File: src/rtl/uart_debug_master_if.sv
// Requester-side bundle of uart_debug_master: command, write-word and read-word
// handshakes plus status strobes. The master modport is the sequencer side.
interface uart_debug_master_if #(
  parameter int WORD_SIZE = 18
);
  logic                 cmd_valid;
  logic                 cmd_ready;
  logic [3:0]           cmd;
  logic [15:0]          cmd_address;
  logic [15:0]          cmd_size;
  logic [WORD_SIZE-1:0] wr_word;
  logic                 wr_valid;
  logic                 wr_ready;
  logic [WORD_SIZE-1:0] rd_word;
  logic                 rd_valid;
  logic                 busy;
  logic                 done;
  logic                 timeout_err;

  modport master (
    output cmd_valid, cmd, cmd_address, cmd_size, wr_word, wr_valid,
    input  cmd_ready, wr_ready, rd_word, rd_valid, busy, done, timeout_err
  );

  modport slave (
    input  cmd_valid, cmd, cmd_address, cmd_size, wr_word, wr_valid,
    output cmd_ready, wr_ready, rd_word, rd_valid, busy, done, timeout_err
  );
endinterface

File: src/rtl/uart_debug_master.sv
// Host-side initiator of the UART debug protocol: sends 5-byte headers and write
// payloads, reassembles read words. Read timeout enabled by UART_MASTER_RX_TIMEOUT_EN.
module uart_debug_master #(
  parameter int WORD_SIZE       = 18,
  parameter int RX_TIMEOUT_CLKS = 5000000,
  parameter int GAP_CLKS        = 64
) (
  input  logic               clock,
  input  logic               reset_n,
  uart_debug_master_if.slave req,
  output logic [7:0]         tx_byte,
  output logic               tx_send,
  input  logic               tx_done,
  input  logic [7:0]         rx_byte,
  input  logic               rx_valid
);
  localparam int GAP_W = (GAP_CLKS > 1) ? $clog2(GAP_CLKS) : 1;
  localparam logic [GAP_W-1:0] GAP_LOAD = GAP_W'(GAP_CLKS - 1);

  typedef enum logic [2:0] {IDLE, HDR, WR, RD, GAP} state_t;

  state_t               state_q, state_d;
  logic [3:0]           cmd_q, cmd_d;
  logic [15:0]          addr_q, addr_d;
  logic [15:0]          count_q, count_d;
  logic [2:0]           idx_q, idx_d;
  logic [WORD_SIZE-1:0] word_q, word_d;
  logic                 have_q, have_d;
  logic                 pending_q, pending_d;
  logic [7:0]           tx_byte_q, tx_byte_d;
  logic                 tx_send_q, tx_send_d;
  logic [GAP_W-1:0]     gap_q, gap_d;
  logic [WORD_SIZE-1:0] rd_word_q, rd_word_d;
  logic                 rd_valid_q, rd_valid_d;
  logic                 abort_q, abort_d;
  logic                 done_q, done_d;
  logic                 cmd_ready_q, cmd_ready_d;
  logic                 busy_q, busy_d;
`ifdef UART_MASTER_RX_TIMEOUT_EN
  localparam int TO_W = $clog2(RX_TIMEOUT_CLKS + 1);
  localparam logic [TO_W-1:0] TO_LOAD = TO_W'(RX_TIMEOUT_CLKS);
  logic [TO_W-1:0] to_q, to_d;
  logic            timeout_q, timeout_d;
`endif

  always_comb begin
    state_d     = state_q;
    cmd_d       = cmd_q;
    addr_d      = addr_q;
    count_d     = count_q;
    idx_d       = idx_q;
    word_d      = word_q;
    have_d      = have_q;
    pending_d   = pending_q;
    tx_byte_d   = tx_byte_q;
    tx_send_d   = 1'b0;
    gap_d       = gap_q;
    rd_word_d   = rd_word_q;
    rd_valid_d  = 1'b0;
    abort_d     = abort_q;
`ifdef UART_MASTER_RX_TIMEOUT_EN
    to_d        = to_q;
    timeout_d   = 1'b0;
`endif
    unique case (state_q)
      IDLE: begin
        if (req.cmd_valid && cmd_ready_q) begin
          cmd_d     = req.cmd;
          addr_d    = req.cmd_address;
          count_d   = req.cmd_size;
          tx_byte_d = {4'b0, req.cmd};
          tx_send_d = 1'b1;
          pending_d = 1'b1;
          idx_d     = 3'd1;
          abort_d   = 1'b0;
          state_d   = HDR;
        end
      end
      HDR: begin
        if (pending_q && tx_done) begin
          if (idx_q == 3'd5) begin
            pending_d = 1'b0;
            idx_d     = 3'd0;
            have_d    = 1'b0;
            if (count_q == 16'd0) begin
              state_d = GAP;
              gap_d   = GAP_LOAD;
            end else if (cmd_q == 4'd1 || cmd_q == 4'd3) begin
              state_d = WR;
            end else if (cmd_q == 4'd2 || cmd_q == 4'd4 || cmd_q == 4'd8) begin
              state_d = RD;
`ifdef UART_MASTER_RX_TIMEOUT_EN
              to_d    = TO_LOAD;
`endif
            end else begin
              state_d = GAP;
              gap_d   = GAP_LOAD;
            end
          end else begin
            tx_send_d = 1'b1;
            idx_d     = idx_q + 3'd1;
            unique case (idx_q)
              3'd1:    tx_byte_d = addr_q[7:0];
              3'd2:    tx_byte_d = addr_q[15:8];
              3'd3:    tx_byte_d = count_q[7:0];
              default: tx_byte_d = count_q[15:8];
            endcase
          end
        end
      end
      // have_q separates "waiting for a word" from "shifting its three bytes out".
      WR: begin
        if (!have_q) begin
          if (req.wr_valid) begin
            word_d    = req.wr_word;
            have_d    = 1'b1;
            tx_byte_d = req.wr_word[7:0];
            tx_send_d = 1'b1;
            pending_d = 1'b1;
            idx_d     = 3'd1;
          end
        end else if (pending_q && tx_done) begin
          if (idx_q == 3'd3) begin
            pending_d = 1'b0;
            have_d    = 1'b0;
            idx_d     = 3'd0;
            count_d   = count_q - 16'd1;
            if (count_q == 16'd1) begin
              state_d = GAP;
              gap_d   = GAP_LOAD;
            end
          end else begin
            tx_send_d = 1'b1;
            idx_d     = idx_q + 3'd1;
            tx_byte_d = (idx_q == 3'd1) ? word_q[15:8] : {6'b0, word_q[17:16]};
          end
        end
      end
      RD: begin
        if (rx_valid) begin
`ifdef UART_MASTER_RX_TIMEOUT_EN
          to_d = TO_LOAD;
`endif
          unique case (idx_q)
            3'd0: begin
              word_d[7:0] = rx_byte;
              idx_d       = 3'd1;
            end
            3'd1: begin
              word_d[15:8] = rx_byte;
              idx_d        = 3'd2;
            end
            default: begin
              rd_word_d  = {rx_byte[1:0], word_q[15:0]};
              rd_valid_d = 1'b1;
              idx_d      = 3'd0;
              count_d    = count_q - 16'd1;
              if (count_q == 16'd1) begin
                state_d = GAP;
                gap_d   = GAP_LOAD;
              end
            end
          endcase
        end
`ifdef UART_MASTER_RX_TIMEOUT_EN
        else if (to_q == TO_W'(1)) begin
          to_d      = '0;
          timeout_d = 1'b1;
          abort_d   = 1'b1;
          idx_d     = 3'd0;
          count_d   = 16'd0;
          state_d   = GAP;
          gap_d     = GAP_LOAD;
        end else begin
          to_d = to_q - TO_W'(1);
        end
`endif
      end
      GAP: begin
        if (gap_q != '0) gap_d = gap_q - GAP_W'(1);
        else             state_d = IDLE;
      end
      default: state_d = IDLE;
    endcase

    // done is registered one cycle early so it lands on the last GAP cycle.
    done_d      = (state_d == GAP) && (gap_d == '0) && !abort_d;
    cmd_ready_d = (state_d == IDLE);
    busy_d      = (state_d != IDLE);
  end

  always_ff @(posedge clock or negedge reset_n) begin
    if (!reset_n) begin
      state_q     <= IDLE;
      cmd_q       <= '0;
      addr_q      <= '0;
      count_q     <= '0;
      idx_q       <= '0;
      word_q      <= '0;
      have_q      <= 1'b0;
      pending_q   <= 1'b0;
      tx_byte_q   <= '0;
      tx_send_q   <= 1'b0;
      gap_q       <= '0;
      rd_word_q   <= '0;
      rd_valid_q  <= 1'b0;
      abort_q     <= 1'b0;
      done_q      <= 1'b0;
      cmd_ready_q <= 1'b1;
      busy_q      <= 1'b0;
`ifdef UART_MASTER_RX_TIMEOUT_EN
      to_q        <= '0;
      timeout_q   <= 1'b0;
`endif
    end else begin
      state_q     <= state_d;
      cmd_q       <= cmd_d;
      addr_q      <= addr_d;
      count_q     <= count_d;
      idx_q       <= idx_d;
      word_q      <= word_d;
      have_q      <= have_d;
      pending_q   <= pending_d;
      tx_byte_q   <= tx_byte_d;
      tx_send_q   <= tx_send_d;
      gap_q       <= gap_d;
      rd_word_q   <= rd_word_d;
      rd_valid_q  <= rd_valid_d;
      abort_q     <= abort_d;
      done_q      <= done_d;
      cmd_ready_q <= cmd_ready_d;
      busy_q      <= busy_d;
`ifdef UART_MASTER_RX_TIMEOUT_EN
      to_q        <= to_d;
      timeout_q   <= timeout_d;
`endif
    end
  end

  assign tx_byte         = tx_byte_q;
  assign tx_send         = tx_send_q;
  assign req.cmd_ready   = cmd_ready_q;
  assign req.wr_ready    = (state_q == WR) && !have_q;
  assign req.rd_word     = rd_word_q;
  assign req.rd_valid    = rd_valid_q;
  assign req.busy        = busy_q;
  assign req.done        = done_q;
`ifdef UART_MASTER_RX_TIMEOUT_EN
  assign req.timeout_err = timeout_q;
`else
  // Timeout hardware absent; the comparison is constant-false for any legal value.
  assign req.timeout_err = (RX_TIMEOUT_CLKS < 0);
`endif
endmodule

File: src/flat_wrapper.sv
// flat-port wrapper written by rule: the top's interface ports become plain ports
module uart_debug_master_flat 
#(
  parameter int WORD_SIZE       = 18,
  parameter int RX_TIMEOUT_CLKS = 5000000,
  parameter int GAP_CLKS        = 64
)
  (clock, reset_n, tx_byte, tx_send, tx_done, rx_byte, rx_valid, req_cmd_valid, req_cmd, req_cmd_address, req_cmd_size, req_wr_word, req_wr_valid, req_cmd_ready, req_wr_ready, req_rd_word, req_rd_valid, req_busy, req_done, req_timeout_err);
  uart_debug_master_if #(.WORD_SIZE(WORD_SIZE)) req_i ();
  input  logic clock;
  input  logic reset_n;
  output logic [7:0] tx_byte;
  output logic tx_send;
  input  logic tx_done;
  input  logic [7:0] rx_byte;
  input  logic rx_valid;
  input wire logic [$bits(req_i.cmd_valid)-1:0] req_cmd_valid;
  input wire logic [$bits(req_i.cmd)-1:0] req_cmd;
  input wire logic [$bits(req_i.cmd_address)-1:0] req_cmd_address;
  input wire logic [$bits(req_i.cmd_size)-1:0] req_cmd_size;
  input wire logic [$bits(req_i.wr_word)-1:0] req_wr_word;
  input wire logic [$bits(req_i.wr_valid)-1:0] req_wr_valid;
  output wire logic [$bits(req_i.cmd_ready)-1:0] req_cmd_ready;
  output wire logic [$bits(req_i.wr_ready)-1:0] req_wr_ready;
  output wire logic [$bits(req_i.rd_word)-1:0] req_rd_word;
  output wire logic [$bits(req_i.rd_valid)-1:0] req_rd_valid;
  output wire logic [$bits(req_i.busy)-1:0] req_busy;
  output wire logic [$bits(req_i.done)-1:0] req_done;
  output wire logic [$bits(req_i.timeout_err)-1:0] req_timeout_err;
  assign req_i.cmd_valid = req_cmd_valid;
  assign req_i.cmd = req_cmd;
  assign req_i.cmd_address = req_cmd_address;
  assign req_i.cmd_size = req_cmd_size;
  assign req_i.wr_word = req_wr_word;
  assign req_i.wr_valid = req_wr_valid;
  assign req_cmd_ready = req_i.cmd_ready;
  assign req_wr_ready = req_i.wr_ready;
  assign req_rd_word = req_i.rd_word;
  assign req_rd_valid = req_i.rd_valid;
  assign req_busy = req_i.busy;
  assign req_done = req_i.done;
  assign req_timeout_err = req_i.timeout_err;
  uart_debug_master #(.WORD_SIZE(WORD_SIZE), .RX_TIMEOUT_CLKS(RX_TIMEOUT_CLKS), .GAP_CLKS(GAP_CLKS)) u_core (.clock(clock), .reset_n(reset_n), .req(req_i), .tx_byte(tx_byte), .tx_send(tx_send), .tx_done(tx_done), .rx_byte(rx_byte), .rx_valid(rx_valid));
endmodule
File: config.mk
export PLATFORM = sky130hd
export DESIGN_NAME = uart_debug_master_flat
export DESIGN_NICKNAME = d
export VERILOG_FILES = /design/src/rtl/uart_debug_master_if.sv /design/src/rtl/uart_debug_master.sv /design/src/flat_wrapper.sv
export SDC_FILE = /design/constraint.sdc
export NUM_CORES = 1
export LEC_CHECK = 0
export ABC_AREA = 1
export ABC_CLOCK_PERIOD_IN_PS = 3600
export CAP_MARGIN = 20
export CORE_MARGIN = 2
export CORE_UTILIZATION = 45
export DETAILED_ROUTE_END_ITERATION = 8
export DONT_BUFFER_PORTS = 1
export GPL_ROUTABILITY_DRIVEN = 0
export SYNTH_ARGS = -nofsm -noshare
export SYNTH_HDL_FRONTEND = slang
export SYNTH_SLANG_ARGS = --single-unit
File: constraint.sdc
create_clock -name clock -period 3.6 [get_ports clock]
set_input_delay 0.72 -clock clock [delete_from_list [all_inputs] [get_ports clock]]
set_output_delay 0.72 -clock clock [all_outputs]
set_load 0.01 [all_outputs]
==> Word-level counts from Yosys, hierarchy flattened <==
Index checks and enable logic that the tools add are counted.
{ "classes": {"n_lt_le_gt_ge": 0, "shifts": 0, "n_eq_ne": 32, "muxes": 84, "reduce_logical": 33, "bitwise_logic": 2, "multipliers": 0, "n_addsub": 3, "div": 0} }
{ "op_table": {"columns": ["cell", "count"], "rows": [
  ["$mux W16", 9],
  ["$mux W8", 10],
  ["$mux W6", 12],
  ["$mux W3", 21],
  ["$pmux W16 S3", 1],
  ["$pmux W8 S3", 2],
  ["$pmux W16 S2", 1],
  ["$pmux W6 S4", 1],
  ["$mux W1", 21],
  ["$reduce_and A7 Y1", 3],
  ["$eq A16 B1 Y1 const B", 1],
  ["$logic_not A16 Y1", 1],
  ["$sub A16 B1 Y16 const B", 1],
  ["$pmux W3 S5", 1],
  ["$ne A2 B1 Y1 const B", 7],
  ["$eq A3 B2 Y1 const B", 4],
  ["$ne A2 B2 Y1 const B", 6],
  ["$pmux W3 S4", 1],
  ["$reduce_and A5 Y1", 2],
  ["$eq A3 B3 Y1 const B", 3],
  ["$logic_not A3 Y1", 3],
  ["$ne A3 B3 Y1 const B", 3],
  ["$reduce_and A3 Y1", 3],
  ["$reduce_bool A3 Y1", 3],
  ["other kinds (22)", 34]
]} }
{ "totals": {"input_bits": 68, "latchBits": 0, "mem_bits_ro": 0, "ff_bits": 100, "mem_count": 0, "word_cells": 173, "mem_bits_rw": 0} }

==> Longest topological paths before layout <==
{ "depth": {"word_depth": 12, "ltp_mapped": 13} }

==> Worst setup path after synthesis <==
No wires, ideal clock.
{ "synth_timing": {"path_type": "flip-flop to flip-flop", "startpoint": "reg u_core.idx_q[2]", "endpoint": "reg u_core.done_q (netlist: u_core.req.done)", "arrival_ps": 2068, "path_slack_ps": 1461, "setup_time_ps": 71, "n_path_buf": 1, "stages_incl_launch_ff": 14, "required_time_ps": 3529, "period_less_slack_ps": 2139, "path_cell_list": "dfrtp_1 -> inv_1 -> clkbuf_1 -> ha_1 -> clkinv_1 -> nor3_2 -> nand3_1 -> nor2_1 -> nor2_1 -> nand2_2 -> nand2_1 -> a21oi_1 -> nand3_1 -> nor2_1"} }
{ "synth_between": {"elab_chain_cells": 8, "elab_cells_between_ends": 25, "classes_between": "eq/ne: 4; mux: 16; reduce/logical: 5"} }
{ "synth_rtl": {"columns": ["element", "line_no", "text"], "rows": [
  ["start, declared", "uart_debug_master.sv:26", "logic [2:0] idx_q, idx_d;"],
  ["start signal, assigned", "uart_debug_master.sv:220", "idx_q <= idx_d;"],
  ["$eq A3 B1 Y1 (tied with other cells)", "uart_debug_master.sv:144", "unique case (idx_q)"],
  ["$reduce_or A2 Y1 (no source line) / $mux W3 (equally long branches)", null, null],
  ["$mux W3 (on tied branches)", "uart_debug_master.sv:144, uart_debug_master.sv:122", null],
  ["$mux W3 (on tied branches)", "uart_debug_master.sv:140, uart_debug_master.sv:113", null],
  ["$pmux W3 S5 (*)", "uart_debug_master.sv:65", "unique case (state_q)"],
  ["via u_core.state_d[2]", "uart_debug_master.sv:22", "state_t state_q, state_d;"],
  ["$eq A3 B3 Y1 (*)", "uart_debug_master.sv:187", "done_d = (state_d == GAP) && (gap_d == '0) && !abort_d;"],
  ["$logic_and A1 B1 Y1 (*) (2 in a row)", "uart_debug_master.sv:187", null],
  ["via u_core.done_d", "uart_debug_master.sv:36", "logic done_q, done_d;"],
  ["end signal, assigned", "uart_debug_master.sv:230", "done_q <= done_d;"],
  ["end, declared", "uart_debug_master.sv:36", null]
]} }
Mark *: on every way through the listed nets, which the timed path passes. The rest lies on a longest branch.
A chain may end at the register's enable or synchronous reset.

==> Worst setup path in the final report <==
{ "layout_timing": {"startpoint": "reg u_core.state_q[2]", "endpoint": "out req_wr_ready"} }
{ "layout_between": {"elab_chain_cells": 2} }
{ "layout_rtl": {"columns": ["element", "line_no", "text"], "rows": [
  ["start, declared", "uart_debug_master.sv:22", null],
  ["start signal, assigned", "uart_debug_master.sv:216", "state_q <= state_d;"],
  ["$eq A3 B2 Y1", "uart_debug_master.sv:243", "assign req.wr_ready = (state_q == WR) && !have_q;"],
  ["$logic_and A1 B1 Y1", "uart_debug_master.sv:243", null],
  ["end, declared", "flat_wrapper.sv:24", "output wire logic [$bits(req_i.wr_ready)-1:0] req_wr_ready;"]
]} }
No other way between the ends.

==> key figures <==
Layout
  • Syn-to-layout area delta: 7.40%
  • Layout fillers: 1191
  • Layout cell share with drive strength beyond 1: 6.93%
  • Diodes inserted: 0
  • Final nets: between 800 and 900
  • Final cell count without fillers: 904

Global route
  • Initial antenna violation count: 0
  • Vias in the first global route: 4767
  • First-pass GRT wire length: 24600 um
  • Gr busiest metal: met2
  • GR Util met1: around 32%
  • GR Util met3: 5.17%
  • Global route overflow: 0
  • Met2 GRT Util: 38.2%
  • GRT Util Overall: 23.9%
  • Largest net degree at the start of global routing: 101

Synth
  • Syn_nets: 820
  • Seq/Total Area, Yosys: around 45%
  • Biggest area consumer among synthesized cells: dfrtp_1
  • Number of flops mapped to enable cells by yosys: 0
  • Share of the synthesized area in the top cell type: roughly 45%
  • Ranking of synthesized cells by area: dfrtp_1 (45%), nand2_1 (17%), o21ai_0 (5.0%)
  • Syn_area_per_cell: 7.51 sq um
  • Post-synth ARST share: 100%
  • Yosys warning count: 0
  • Synth Flop Type: dfrtp_1
  • Post-synth cell types: 42
  • Synth Instances: ~740
  • FF+latch count, synth: 100
  • Mapped Area: 5560 sq um

Place
  • DP Cell Count: 887
  • DPL Wire Length: 11000 um
  • Post-placement setup slack: about 970 ps
  • IO buf count: 0

Detailed routing
  • Routed wire length: 14900 um
  • Initial DRC count: 360
  • Avg Vias per Cell: 5.37
  • Antenna viol nets, final: 0
  • # DRC: 0
  • TritonRoute pass-1 iters: 5
  • Vias: between 4000 and 5000
  • DR WL/cell: 16.4 um

Timing
  • Setup violators final: 0
  • Setup TNS: 0 ps
  • Final worst path period share: 74.9%
  • RSZ-0062 raised after global routing: false
  • Hold Violations, Final: 0
  • Headroom to the max-slew limit: roughly 54%
  • Clock Skew: 5.74 ps
  • Hold WS: 51.1 ps
  • Post-layout min period: between 2000 and 3000 ps
  • Peak Freq: between 300 and 400 MHz
  • Setup slack after layout: approximately 900 ps
  • Worst-margin pin slew: slightly below 700 ps
  • Pins Over Slew Limit: 0

Clock tree
  • H-Tree Level Count: 3
  • CTS Buf Count: 9
  • Clock Sinks: 100
  • Clk_lat worst skew: 360 ps
  • Clock transition at path regs: roughly 70 ps
  • Clock Tree Buf Depth: 2
  • PostCTS Resize Cnt: 0
  • CTS tree: done
  • CTS root buf: clkbuf_16
  • Post-CTS Setup Inserts: 0
  • Hold Buf Count CTS: 0

Floorplan
  • Core Area: 12100 sq um
  • Die Width: 115 um
  • Die Area: 13300 sq um
  • Die Ht: 115 um
  • Initial Util: 46.1%
  • Rows: 40
  • Top Ports: 101

Setup path
  • Reg-to-reg endpoint: u_core.count_q[2]$_DFFE_PN0P_
  • Reg-to-Reg Start: u_core.state_q[2]$_DFF_PN0_
  • Type of the worst setup path: reg2out
  • Flop2flop setup slack: 950 ps
  • CP Capture Type: primary output
  • Worst EP arrival: roughly 2000 ps
  • R2R depth: 8
  • CP Max Fanout: 27
  • Critical path launch point type: register
  • WP data required: 2880 ps

Pwr
  • Leak: 3.03 nW
  • Power per cell area: 839 nW/um^2
  • Peak supply drop: 0.473 mV
  • Power, Total: around 5.0 mW

Run
  • MaxCap Viol Count: 0

Status
  • Status: finished clean

Hold path
  • Min-delay worst type: in2async
[synth_stat cells (3+ instances only)]
master     count
a21o_1         8
a21oi_1       22
buf_2          7
buf_6          3
clkbuf_1      12
dfrtp_1       99
ha_1          11
inv_1         66
inv_2          7
mux2_2         7
nand2_1      257
nand2_2        5
nand3_1       40
nand4_1        4
nor2_1        64
nor2_2         3
nor2_4         3
nor4_1         3
o2111ai_1      5
o211ai_1      16
o21ai_0       56
o21ai_1        9
o22ai_1        3
xor2_1         8
[worst max-delay path, cell delays in order (launching register included)]
cell and delay [ps]:
dfrtp_1 460, nor2_4 540, nand2_2 300, nor2_4 310
[metrics by stage]
stage	cell area (sq um)	utilization, %
finish	5970	49.5
floorplan	5560	-
global route	5970	49.5
CTS	5970	49.5
global placement	5670	47.0
detailed placement	5670	47.0
[cell type report]
type,count,area (sq um),area share (%)
clock buffer,11,243,4.06
clock inverter,5,57.6,0.964
inverter,74,278,4.65
multi-input combinational,542,2650,44.4
sequential,100,2500,41.9
tap,168,210,3.52
timing repair buffer,4,30.0,0.503
[layout by cell type, fill, tap and decap left out, drive strengths merged, types with 3 or more instances in the layout]
master / n
a21o: 8
a21oi: 22
buf: 4
clkbuf: 11
clkinv: 3
dfrtp: 99
ha: 11
inv: 75
mux2: 7
nand2: 262
nand3: 42
nand4: 4
nor2: 70
nor3: 4
nor4: 4
o2111ai: 5
o211ai: 16
o21ai: 65
o22ai: 3
xor2: 8
[where the power goes]
part | internal (mW) | total, mW | switching, mW
clock network | 0.561 | 1.00 | 0.441
logic | 0.670 | 2.01 | 1.34
registers | 1.58 | 2.00 | 0.413
[registers in the layout, indices dropped and copies added, names as in the netlist, 3 cells and up]
signal / flops
u_core.cmd_q: 4
u_core.gap_q: 6
u_core.tx_byte: 8
u_core.state_q: 3
u_core.word_q: 18
u_core.count_q: 16
u_core.addr_q: 16
u_core.idx_q: 3
u_core.req.rd_word: 18
[worst max-delay path by stage]
stage | start | endpoint | cells past startpoint
4_1_cts | u_core.state_q[2]$_DFF_PN0_ | req_wr_ready | 3
3_5_place_dp | u_core.state_q[2]$_DFF_PN0_ | u_core.count_q[6]$_DFFE_PN0P_ | 8
6_report | u_core.state_q[2]$_DFF_PN0_ | req_wr_ready | 3
2_1_floorplan | u_core.idx_q[2]$_DFFE_PN0P_ | u_core.req.done$_DFF_PN0_ | 13
3_3_place_gp | u_core.idx_q[2]$_DFFE_PN0P_ | u_core.req.done$_DFF_PN0_ | 12
5_1_grt | u_core.state_q[2]$_DFF_PN0_ | u_core.count_q[5]$_DFFE_PN0P_ | 8
[per-layer routing]
metal | vias up | share of wire, %
li1 | 2373 | -
met3 | 23 | 5.7
met1 | 2281 | 45
met4 | 0 | 2.1
met2 | 177 | 47
met5 | - | 0
[cell families after synthesis]
| group | share of synthesized area [%] |
|---|---|
| DFF | 45.0 |
| xor gates and xnor gates | 1.42 |
| buffers and inverters | 7.31 |
| and+or+nand+nor | 28.7 |
| AOI/OAI and AO/OA | 13.4 |
| adders and majority gates | 2.47 |
| muxes | 1.60 |
| other | 0.0674 |
Power figures use the tool's default switching activity.
